==> config.mk <==
export PLATFORM = sky130hd
export DESIGN_NAME = pacman_dl_ctrl_flat
export DESIGN_NICKNAME = d
export VERILOG_FILES = /design/src/rtl/pacman_dl_ctrl_if.sv /design/src/rtl/pacman_dl_ctrl.sv /design/src/flat_wrapper.sv
export SDC_FILE = /design/constraint.sdc
export NUM_CORES = 1
export LEC_CHECK = 0
export CORE_MARGIN = 2
export CORE_UTILIZATION = 49
export DETAILED_ROUTE_END_ITERATION = 7
export GPL_TIMING_DRIVEN = 0
export PLACE_DENSITY_LB_ADDON = 0.1
export RECOVER_POWER = 25
export SKIP_CTS_REPAIR_TIMING = 1
export SYNTH_ARGS = -nofsm -noshare
export SYNTH_HDL_FRONTEND = slang
export SYNTH_SLANG_ARGS = --single-unit
==> constraint.sdc <==
create_clock -name CLK -period 3 [get_ports CLK]
set_clock_uncertainty 0.2 [all_clocks]
set_input_delay 0.6 -clock CLK [delete_from_list [all_inputs] [get_ports CLK]]
set_output_delay 0.6 -clock CLK [all_outputs]
set_load 0.05 [all_outputs]
==> src/rtl/pacman_dl_ctrl_if.sv <==
// pacman_dl_ctrl_if
// Groups the HPS ioctl download stream and the ROM write bus that the
// controller drives into the Pacman core.
//   master : HPS/stimulus side; drives ioctl_*, observes dn_*
//   slave  : controller side; consumes ioctl_*, drives dn_*
// Signals:
//   ioctl_download  download window active
//   ioctl_index     download target (0 ROM, 1 MOD, 254 DIP)
//   ioctl_wr        one-cycle write strobe
//   ioctl_addr      byte address within the download
//   ioctl_dout      write data
//   dn_addr/dn_data/dn_wr  ROM write port toward the core
interface pacman_dl_ctrl_if;
    logic        ioctl_download;
    logic [7:0]  ioctl_index;
    logic        ioctl_wr;
    logic [24:0] ioctl_addr;
    logic [7:0]  ioctl_dout;
    logic [15:0] dn_addr;
    logic [7:0]  dn_data;
    logic        dn_wr;

    modport master (
        output ioctl_download, ioctl_index, ioctl_wr, ioctl_addr, ioctl_dout,
        input  dn_addr, dn_data, dn_wr
    );

    modport slave (
        input  ioctl_download, ioctl_index, ioctl_wr, ioctl_addr, ioctl_dout,
        output dn_addr, dn_data, dn_wr
    );
endinterface

==> src/rtl/pacman_dl_ctrl.sv <==
// pacman_dl_ctrl
// Download and reset sequencer between the HPS ioctl stream and the Pacman
// core. ROM bytes (index 0) are forwarded on the dn_* bus, the variant byte
// (index 1) and DIP bytes (index 254) are latched, and core_reset is held
// until a ROM is present and for HOLD_CYCLES after each ROM/MOD load or
// user reset.
// Ports:
//   CLK, RESET   clock and synchronous active-high reset
//   io           ioctl stream in, ROM write bus out (slave modport)
//   user_reset   level, OSD reset or button
//   core_reset   core reset, active high
//   mod          latched variant byte
//   sw_bus       DIP bytes, byte n at [8n+7:8n]
//   rom_loaded   at least one ROM download completed
//   addr_ovf     sticky: a ROM write addressed >= 0x10000
//
// state    | meaning
// ---------+----------------------------------------------------------
// IDLE     | no ROM yet (or after RESET); core held in reset
// LOAD_ROM | ROM download window open; core held in reset
// LOAD_MOD | variant download window open; core held in reset
// LOAD_DIP | DIP download window open; core_reset unchanged
// LOAD_X   | download to an unused index; core_reset unchanged
// HOLD     | settle period, down-counter running; core held in reset
// RUN      | core released
module pacman_dl_ctrl #(
    parameter int HOLD_CYCLES = 64
) (
    input  logic                   CLK,
    input  logic                   RESET,
    pacman_dl_ctrl_if.slave        io,
    input  logic                   user_reset,
    output logic                   core_reset,
    output logic [7:0]             mod,
    output logic [63:0]            sw_bus,
    output logic                   rom_loaded,
    output logic                   addr_ovf
);

    localparam logic [15:0] HOLD_RELOAD = 16'(HOLD_CYCLES - 1);

    typedef enum logic [2:0] {
        S_IDLE,
        S_LOAD_ROM,
        S_LOAD_MOD,
        S_LOAD_DIP,
        S_LOAD_X,
        S_HOLD,
        S_RUN
    } state_t;

    state_t      state, state_nxt;
    state_t      saved, saved_nxt;
    logic [15:0] cnt, cnt_nxt;
    logic        core_reset_nxt;
    logic        rom_loaded_nxt;
    logic        dl_d;
    logic        dl_rise;
    logic        dl_fall;

    assign dl_rise = io.ioctl_download & ~dl_d;
    assign dl_fall = ~io.ioctl_download & dl_d;

    // dl_d keeps tracking through RESET so a reset inside a download
    // window does not produce a fresh rise once RESET drops.
    always_ff @(posedge CLK) begin
        dl_d <= io.ioctl_download;
        if (RESET) begin
            state      <= S_IDLE;
            saved      <= S_IDLE;
            cnt        <= '0;
            core_reset <= 1'b1;
            rom_loaded <= 1'b0;
        end else begin
            state      <= state_nxt;
            saved      <= saved_nxt;
            cnt        <= cnt_nxt;
            core_reset <= core_reset_nxt;
            rom_loaded <= rom_loaded_nxt;
        end
    end

    always_comb begin
        state_nxt      = state;
        saved_nxt      = saved;
        cnt_nxt        = cnt;
        core_reset_nxt = core_reset;
        rom_loaded_nxt = rom_loaded;

        if (dl_rise) begin
            saved_nxt = state;
            case (io.ioctl_index)
                8'd0: begin
                    state_nxt      = S_LOAD_ROM;
                    core_reset_nxt = 1'b1;
                end
                8'd1: begin
                    state_nxt      = S_LOAD_MOD;
                    core_reset_nxt = 1'b1;
                end
                8'd254:  state_nxt = S_LOAD_DIP;
                default: state_nxt = S_LOAD_X;
            endcase
        end else begin
            case (state)
                S_LOAD_ROM: begin
                    if (dl_fall) begin
                        rom_loaded_nxt = 1'b1;
                        state_nxt      = S_HOLD;
                        cnt_nxt        = HOLD_RELOAD;
                    end
                end
                S_LOAD_MOD: begin
                    if (dl_fall) begin
                        if (rom_loaded) begin
                            state_nxt = S_HOLD;
                            cnt_nxt   = HOLD_RELOAD;
                        end else begin
                            state_nxt = S_IDLE;
                        end
                    end
                end
                // counter is left untouched so a HOLD interrupted by a
                // DIP download resumes where it stopped
                S_LOAD_DIP, S_LOAD_X: begin
                    if (dl_fall) begin
                        state_nxt = saved;
                    end
                end
                S_HOLD: begin
                    if (user_reset) begin
                        cnt_nxt = HOLD_RELOAD;
                    end else if (cnt == 16'd0) begin
                        state_nxt      = S_RUN;
                        core_reset_nxt = 1'b0;
                    end else begin
                        cnt_nxt = cnt - 16'd1;
                    end
                end
                S_RUN: begin
                    if (user_reset) begin
                        state_nxt      = S_HOLD;
                        cnt_nxt        = HOLD_RELOAD;
                        core_reset_nxt = 1'b1;
                    end
                end
                default: ;
            endcase
        end
    end

    // Write routing follows the live index, independent of the FSM state,
    // so writes after a mid-window RESET are still delivered.
    always_ff @(posedge CLK) begin
        if (RESET) begin
            io.dn_wr   <= 1'b0;
            io.dn_addr <= '0;
            io.dn_data <= '0;
            mod        <= '0;
            sw_bus     <= '1;
            addr_ovf   <= 1'b0;
        end else begin
            io.dn_wr <= 1'b0;
            if (io.ioctl_download && io.ioctl_wr) begin
                case (io.ioctl_index)
                    8'd0: begin
                        if (io.ioctl_addr[24:16] == 9'd0) begin
                            io.dn_addr <= io.ioctl_addr[15:0];
                            io.dn_data <= io.ioctl_dout;
                            io.dn_wr   <= 1'b1;
                        end else begin
                            addr_ovf <= 1'b1;
                        end
                    end
                    8'd1: begin
                        if (io.ioctl_addr == 25'd0) begin
                            mod <= io.ioctl_dout;
                        end
                    end
                    8'd254: begin
                        if (io.ioctl_addr < 25'd8) begin
                            sw_bus[{io.ioctl_addr[2:0], 3'b000} +: 8] <= io.ioctl_dout;
                        end
                    end
                    default: ;
                endcase
            end
        end
    end

endmodule

==> src/flat_wrapper.sv <==
// flat-port wrapper written by rule: the top's interface ports become plain ports
module pacman_dl_ctrl_flat 
#(
    parameter int HOLD_CYCLES = 64
)
  (CLK, RESET, user_reset, core_reset, mod, sw_bus, rom_loaded, addr_ovf, io_ioctl_download, io_ioctl_index, io_ioctl_wr, io_ioctl_addr, io_ioctl_dout, io_dn_addr, io_dn_data, io_dn_wr);
  pacman_dl_ctrl_if io_i ();
  input  logic CLK;
  input  logic RESET;
  input  logic user_reset;
  output logic core_reset;
  output logic [7:0] mod;
  output logic [63:0] sw_bus;
  output logic rom_loaded;
  output logic addr_ovf;
  input wire logic [$bits(io_i.ioctl_download)-1:0] io_ioctl_download;
  input wire logic [$bits(io_i.ioctl_index)-1:0] io_ioctl_index;
  input wire logic [$bits(io_i.ioctl_wr)-1:0] io_ioctl_wr;
  input wire logic [$bits(io_i.ioctl_addr)-1:0] io_ioctl_addr;
  input wire logic [$bits(io_i.ioctl_dout)-1:0] io_ioctl_dout;
  output wire logic [$bits(io_i.dn_addr)-1:0] io_dn_addr;
  output wire logic [$bits(io_i.dn_data)-1:0] io_dn_data;
  output wire logic [$bits(io_i.dn_wr)-1:0] io_dn_wr;
  assign io_i.ioctl_download = io_ioctl_download;
  assign io_i.ioctl_index = io_ioctl_index;
  assign io_i.ioctl_wr = io_ioctl_wr;
  assign io_i.ioctl_addr = io_ioctl_addr;
  assign io_i.ioctl_dout = io_ioctl_dout;
  assign io_dn_addr = io_i.dn_addr;
  assign io_dn_data = io_i.dn_data;
  assign io_dn_wr = io_i.dn_wr;
  pacman_dl_ctrl #(.HOLD_CYCLES(HOLD_CYCLES)) u_core (.CLK(CLK), .RESET(RESET), .io(io_i), .user_reset(user_reset), .core_reset(core_reset), .mod(mod), .sw_bus(sw_bus), .rom_loaded(rom_loaded), .addr_ovf(addr_ovf));
endmodule
# ---- Yosys cells after proc, flatten, opt, wreduce, memory -nomap -nowiden
# Index checks and enable logic that the tools add are counted.
dict set report word_totals {
  register_bits 123
  latchBits 0
  ram_bits 0
  mem_bits_ro 0
  inputBits 46
  out_inout_bits 100
  wordCells 89
  n_memories 0
}
dict set report classes {
  addsub 2
  multipliers 0
  div_mod_pow 0
  n_lt_le_gt_ge 1
  eq_ne 20
  shift 2
  n_mux 25
  bitwise 8
  n_reduce_logical 19
}
# cell n
set op_table {}
lappend op_table {{16-bit two-way mux} 6}
lappend op_table {{64-bit bitwise mux} 1}
lappend op_table {{16-bit case mux with 4 select lines} 1}
lappend op_table {{8-bit by 8-bit variable shift with 64-bit output, first input constant} 1}
lappend op_table {{8-bit by 8-bit indexed part select with 64-bit output} 1}
lappend op_table {{25-bit logical NOT} 1}
lappend op_table {{25-bit by 4-bit less-than comparator with 1-bit output, second input constant} 1}
lappend op_table {{3-bit two-way mux} 8}
lappend op_table {{16-bit logical NOT} 1}
lappend op_table {{16-bit by 1-bit subtractor with 16-bit output, second input constant} 1}
lappend op_table {{3-bit case mux with 5 select lines} 1}
lappend op_table {{3-bit AND reduction} 5}
lappend op_table {{7-bit AND reduction} 2}
lappend op_table {{3-bit by 1-bit != test with 1-bit output, second input constant} 4}
lappend op_table {{3-bit == test, second input constant} 3}
lappend op_table {{9-bit logical NOT} 1}
lappend op_table {{3-bit case mux with 3 select lines} 1}
lappend op_table {{8-bit by 1-bit == test with 1-bit output, second input constant} 1}
lappend op_table {{8-bit == test, second input constant} 1}
lappend op_table {{8-bit logical NOT} 1}
lappend op_table {{6-bit negation with 8-bit output} 1}
lappend op_table {{3-bit by 2-bit == test with 1-bit output, second input constant} 2}
lappend op_table {{1-bit two-way mux} 6}
lappend op_table {{2-bit by 1-bit != test with 1-bit output, second input constant} 3}
lappend op_table {{other kinds (14)} 23}

# ---- Logic depth before layout (Yosys ltp)
# Gate-level depths: netlist of run 1.
dict set report logic_depth {
  ltp_word 5
  mapped_depth 9
  depth_no_buf 8
}

# ---- Worst setup path after synthesis of run 1
# Ideal clock, no wire load.
dict set report synth_path {
  path_kind {input to register}
  from {input io_ioctl_addr[0]}
  to {register u_core.sw_bus[48]}
  setup_time_ns 0.129
  arrival_ns 2.480
  required_time_ns 2.671
  setup_slack_ns 0.191
  cell_stages 7
  n_path_buf 0
  cell_sequence {inv_1 > ha_1 > ha_1 > or4b_1 > nor4_4 > mux2i_1 > nand2_1}
}
dict set report synth_between {
  elab_chain_len 3
  word_cells_on_any_way 6
  classes_between {add/sub (1); order compare (1); shift (2); mux (1); reduce/logical (1)}
}
# item line
set synth_rtl {}
lappend synth_rtl {{start, declared} flat_wrapper.sv:19} ;# input wire logic [$bits(io_i.ioctl_addr)-1:0] io_ioctl_addr;
lappend synth_rtl {{6-bit negation with 8-bit output} pacman_dl_ctrl.sv:182} ;# sw_bus[{io.ioctl_addr[2:0], 3'b000} +: 8] <= io.ioctl_dout;
lappend synth_rtl {{8-bit by 8-bit indexed part select with 64-bit output or 8-bit by 8-bit variable shift with 64-bit output (tied branches)} pacman_dl_ctrl.sv:182}
lappend synth_rtl {{64-bit bitwise mux} pacman_dl_ctrl.sv:182}
lappend synth_rtl {{end signal, assigned by index} pacman_dl_ctrl.sv:182}
lappend synth_rtl {{end, declared} pacman_dl_ctrl.sv:35} ;# output logic [63:0] sw_bus,
# Parallel ways exist; a longest one is shown, timed or not.
# A chain may end at the register's enable or synchronous reset.

# ---- Worst setup path in the final report of run 1
dict set report layout_path {
  from {input io_ioctl_addr[0]}
  to {register u_core.sw_bus[51]}
}
# Same word-level chain as after synthesis.

==> flow_summary_export.csv, run 1 <==
group,metric,value,unit
synthesis,seq_area_frac_synth,0.449,
final_layout,diodes,0,
clock_tree,path_clk_slew,50,ps
synthesis,synth_top_area_share,0.449,
worst_hold_path,min_path_cells,1,
clock_tree,cts_tree,"done",
final_layout,nNetsFinal,827,
placed_design,dp_cells,891,
floorplanning,rows,38,
power,p_switching,0.00109,W
timing,worst_pin_slew,738,ps
synthesis,yosysWarningCount,0,
critical_path,path_class,"in2reg",
critical_path,critical_path.startpoint_type,"primary input",
route,vias,5232,
synthesis,synth_edf_count,0,
worst_hold_path,hp-start,"u_core.sw_bus[62]",
clock_tree,clockBufferDepth,2,
floorplanning,ioPinCount,146,
critical_path,crit_arrival,3140,ps
floorplanning,coreArea,10900,sq um
clock_tree,insertion_delay,520,ps
timing,finalCritPeriodShare,0.982,
synthesis,syn_area,5490,sq um
global_route,overflow,0,
timing,slew_violations,0,
timing,whs,246,ps
critical_path,end_kind,"register",
placed_design,gp_congestion,0.872,
final_layout,multi_input_comb_area,2750,sq um
power,ir_drop,0.000600,V
clock_tree,cts_buffers,17,
global_route,grt_usage,0.275,
route,dr.pass1.iters,5,
final_layout,fin_area,7580,sq um
synthesis,ys.flop_type,"dfxtp_1",
synthesis,async_flop_share,0,
power,power_density,539,nW/um^2
power,total_power,0.00409,W
synthesis,ys_ff_latch,123,
synthesis,syn-mean-instance-area,8.92,sq um
timing,min_period,2950,ps
final_layout,syn_to_final_growth,38.2,%
final_layout,drive_gt1_frac,0.0792,
timing,finalHoldViolations,0,
power,sw_frac_of_total,0.267,
critical_path,crit_fanout,8,
power,p_seq_frac,0.418,
power,combPwrFrac,0.141,
clock_tree,cts.sinks,123,
route,drt_first_iter_violations,362,
run_status,status,"complete, no violations",
synthesis,synth_fp_nets,669,
floorplanning,dieWidth,110,um
placed_design,dp_hpwl,11.4,mm
timing,setup_violations,0,
floorplanning,die-area,12100,sq um
global_route,grt_pass1_wl,25.3,mm
synthesis,ys_types,58,
route,routed_via_density,5.67,
synthesis,synth_area_leaders,"dfxtp_1, mux2i_1, o21ai_1, nand2_1, a21o_1",
timing,maxSlewHeadroom,0.504,
placed_design,portBuffers,136,
timing,fmax,340,MHz
route,drtAntennaViolNets,0,
synthesis,synth_area_leader_cell,"dfxtp_1",
placed_design,place_area,7020,sq um
route,wirelength,16.0,mm
synthesis,synth_cells,615,
final_layout,seqCellArea,2460,sq um
floorplanning,initial_core_util,0.504,
route,routedWlPerCell,17.3,um
floorplanning,dieHeight,110,um
route,drc,0,
run,drv_cap,0,
final_layout,layout_common_cells,"dfxtp_1, clkdlybuf4s50_1, nand2_1",
worst_hold_path,hold_path.class,"reg2reg",
power,p_int,0.00300,W
critical_path,required,3190,ps
global_route,grt_max_degree,17,
final_layout,fin_cells,923,
global_route,antenna_found_initial,0,
critical_path,startpoint,"io_ioctl_addr[0]",
global_route,grt_pass1_vias,5028,
power,p_leak,2.85,nW
final_layout,layout_commonest_cell,"dfxtp_1",
critical_path,regToRegStartpoint,"u_core.state[1]",
critical_path,worstRegToRegCells,8,
final_layout,n_fill_cell,877,
power,clock_power_share,0.442,
clock_tree,cts_root_buffer,"clkbuf_8",
clock_tree,cts_max_level,4,
-- Yosys cell counts (10+ instances only) --
library cell and count:
a21oi_1 20, or4_1 12, a31oi_1 10, a21o_1 24, nor3_1 14, clkbuf_1 33, o21ai_1 44, inv_1 17
o31ai_1 10, mux2i_1 46, nand3_1 35, and3_1 14, nor2_1 47, buf_2 11, nand2_1 52, dfxtp_1 123
-- layer usage --
layer / GRT usage / part of all wire / wire [um]
met1: 0.332 / 0.43 / 6880
met2: 0.454 / 0.49 / 7830
met3: 0.0996 / 0.066 / 1050
met4: 0.0895 / 0.013 / 203
met5: 0 / 0 / 0
-- power groups by stage --
stage	registers (W)	clock network [W]	logic [W]
after floorplan	0.00173	0	0.000387
after global placement	0.00174	0	0.000545
after detailed placement	0.00174	0	0.000560
after CTS	0.00171	0.00183	0.000565
after global routing	0.00171	0.00190	0.000639
final	0.00171	0.00180	0.000574
-- cell families (layout without fill, tap and decap cells) --
logic type                 Yosys count  after routing  synth area share
adders and majority gates            8              8            0.0182
AOI/OAI and AO/OA                  138            138             0.161
muxes                               46             46            0.0839
and+or+nand+nor                    232            232             0.236
DFF                                123            123             0.449
buffers and inverters               68            236            0.0518
-- sequential cells by signal (all words and copies together) (netlist names) --
register           flops
u_core.cnt            16
u_core.saved           3
u_core.core_reset      1
u_core.addr_ovf        1
u_core.state           3
u_core.io.dn_wr        1
u_core.io.dn_addr     16
u_core.rom_loaded      1
u_core.sw_bus         64
u_core.io.dn_data      8
u_core.dl_d            1
u_core.mod             8
-- through the flow --
stage / setup TNS [ps] / setup slack (ps) / util
2_1_floorplan: 0 / 191 / -
3_3_place_gp: -29300 / -568 / 0.645
3_5_place_dp: -33970 / -633 / 0.645
4_1_cts: -615 / -119 / 0.692
5_1_grt: -7.33 / -7.33 / 0.696
6_report: 0 / 54.9 / 0.696
-- layout make-up --
cell class	instances	area share
Multi-Input combinational cell	424	0.362
Clock buffer	22	0.0584
Sequential cell	123	0.325
Buffer	48	0.0279
Clock inverter	7	0.00941
Inverter	20	0.00990
Tap cell	140	0.0231
Timing Repair Buffer	139	0.184
-- worst max-delay path: stages --
cell             delay [ps]
clkdlybuf4s50_1         540
inv_1                   100
ha_1                    230
ha_2                    310
or4b_4                  540
nor4_4                  330
buf_12                  180
mux2i_1                 220
nand2_1                  80
-- final timing paths --
check | endpoint | slack (ps)
worst min-delay path | u_core.sw_bus[62] | 250
worst max-delay path | u_core.sw_bus[51] | 50
worst max register to register | u_core.cnt[8] | 350
worst min register to register | u_core.sw_bus[62] | 250
(Power assumes the default switching activity.)
==> inputs of run 2 (changes only) <==
--- a/config.mk
+++ b/config.mk
@@ -5,10 +5,11 @@
 export SDC_FILE = /design/constraint.sdc
 export NUM_CORES = 1
 export LEC_CHECK = 0
-export CORE_MARGIN = 2
-export CORE_UTILIZATION = 49
+export CORE_MARGIN = 4
+export CORE_UTILIZATION = 35
 export DETAILED_ROUTE_END_ITERATION = 7
 export GPL_TIMING_DRIVEN = 0
+export HOLD_SLACK_MARGIN = 0.15
 export PLACE_DENSITY_LB_ADDON = 0.1
 export RECOVER_POWER = 25
 export SKIP_CTS_REPAIR_TIMING = 1
==> run 2 against run 1 <==
  * Worst hold slack worse by 3.9 ps
  * Clock power up 22%
  * Die area up 47%
  * Largest cell class unchanged
  * Highest routed layer unchanged
==> flow_summary_export.csv, run 2 (synthesized netlist as in run 1, its figures left out) <==
group,metric,value,unit
clock_tree,cts_tree,"done",
final_layout,multi_input_comb_area,2780,sq um
timing,maxSlewHeadroom,0.501,
power,p_leak,2.88,nW
power,p_switching,0.00116,W
final_layout,layout_common_cells,"dfxtp_1, clkdlybuf4s50_1, nand2_1",
route,drtAntennaViolNets,0,
floorplanning,rows,45,
power,p_seq_frac,0.381,
placed_design,portBuffers,136,
global_route,grt_pass1_wl,27.6,mm
clock_tree,cts_max_level,4,
critical_path,crit_fanout,10,
power,p_int,0.00331,W
route,dr.pass1.iters,4,
clock_tree,cts_root_buffer,"clkbuf_16",
route,routedWlPerCell,17.2,um
worst_hold_path,hold_path.class,"reg2reg",
power,combPwrFrac,0.130,
timing,worst_pin_slew,743,ps
final_layout,n_fill_cell,1476,
critical_path,required,3080,ps
clock_tree,cts.sinks,123,
timing,setup_violations,0,
power,clock_power_share,0.489,
route,drc,0,
power,sw_frac_of_total,0.260,
route,vias,5155,
critical_path,regToRegStartpoint,"u_core.state[1]",
floorplanning,ioPinCount,146,
critical_path,worstRegToRegCells,8,
final_layout,fin_cells,1000,
floorplanning,initial_core_util,0.360,
floorplanning,dieWidth,133,um
worst_hold_path,min_path_cells,1,
final_layout,syn_to_final_growth,43.1,%
timing,finalHoldViolations,0,
final_layout,regMostFlops,"u_core.sw_bus",
route,drt_first_iter_violations,303,
placed_design,gp_congestion,0.817,
global_route,grt_usage,0.195,
critical_path,critical_path.startpoint_type,"primary input",
power,ir_drop,0.000420,V
final_layout,drive_gt1_frac,0.0952,
placed_design,dp_cells,962,
worst_hold_path,holdPathEnd,"u_core.sw_bus[11]",
clock_tree,insertion_delay,420,ps
timing,min_period,2890,ps
timing,slew_violations,0,
clock_tree,path_clk_slew,60,ps
timing,fmax,346,MHz
critical_path,crit_arrival,2960,ps
floorplanning,die-area,17700,sq um
global_route,antenna_found_initial,1,
run_status,status,"complete, no violations",
timing,finalCritPeriodShare,0.962,
final_layout,largest_reg_flops,64,
final_layout,seqCellArea,2460,sq um
worst_hold_path,hp-start,"u_core.sw_bus[11]",
route,wirelength,17.2,mm
placed_design,dp_hpwl,12.7,mm
power,power_density,570,nW/um^2
run,drv_cap,0,
critical_path,r2r_slack,510,ps
global_route,grt_pass1_vias,5247,
timing,tns,0,ps
global_route,grt_max_degree,17,
clock_tree,clockBufferDepth,2,
floorplanning,coreArea,15300,sq um
critical_path,worst_r2r_endpoint,"u_core.cnt[11]",
final_layout,nNetsFinal,830,
clock_tree,cts_buffers,17,
critical_path,path_class,"in2reg",
final_layout,top_regs,"u_core.sw_bus x64, u_core.cnt x16, u_core.io.dn_addr x16",
final_layout,layout_commonest_cell,"dfxtp_1",
floorplanning,dieHeight,133,um
critical_path,end_kind,"register",
route,routed_via_density,5.16,
global_route,overflow,0,
[run 2: changes by cell type in the layout (fill, tap and decap cells not counted), sizes merged, moves of 2 or more]
cell	previous run	this run
inv	19	24
buf	18	20
bufinv	1	4
clkinvlp	3	1
clkbuf	55	53
[run 2: power by group through the flow]
stage	logic, W	registers, W	clock network (W)
finish	0.000583	0.00171	0.00219
global route	0.000647	0.00171	0.00230
global placement	0.000555	0.00174	0
detailed placement	0.000566	0.00174	0
floorplan	0.000387	0.00173	0
CTS	0.000569	0.00171	0.00223
[run 2: how the worst max path moves through the flow]
stage / from / endpoint / slack [ps]
4_1_cts: io_ioctl_addr[0] / u_core.sw_bus[55] / -230
3_5_place_dp: io_ioctl_addr[0] / u_core.sw_bus[55] / -680
5_1_grt: io_ioctl_download / u_core.cnt[11] / -20
2_1_floorplan: io_ioctl_addr[0] / u_core.sw_bus[48] / 190
3_3_place_gp: io_ioctl_addr[0] / u_core.sw_bus[51] / -590
6_report: io_ioctl_index[0] / u_core.sw_bus[39] / 110
[run 2: metrics by stage]
step,hold WS (ps),total power [W],setup WS [ps],utilization,instance area (sq um)
after floorplan,236,0.00212,191,-,5490
after global placement,244,0.00229,-592,0.466,7110
after detailed placement,238,0.00231,-675,0.466,7110
after CTS,251,0.00450,-233,0.507,7740
after global routing,252,0.00466,-19.9,0.515,7850
final,242,0.00448,114,0.515,7850
[run 2: area by class of cell]
class | count | area share
plain buffers | 48 | 0.0274
multi-input cells | 424 | 0.355
repair buffers | 142 | 0.181
well taps | 211 | 0.0336
flip-flops and latches | 123 | 0.314
diodes | 1 | 0.000319
inverters | 20 | 0.00956
clock inverters | 12 | 0.0236
clock buffers | 19 | 0.0564
[run 2: worst max-delay path: stages]
cell and delay [ps]:
clkdlybuf4s50_1 550, nand4b_1 280, or2_1 220, buf_2 190
or4_1 580, buf_2 240, o21ai_1 190, nand3_1 100
[run 2: metal layers]
metal,wire [um],share of wire,track usage
met1,7520,0.44,0.236
met2,8160,0.47,0.313
met3,1120,0.065,0.0752
met4,422,0.024,0.0754
met5,0,0,0
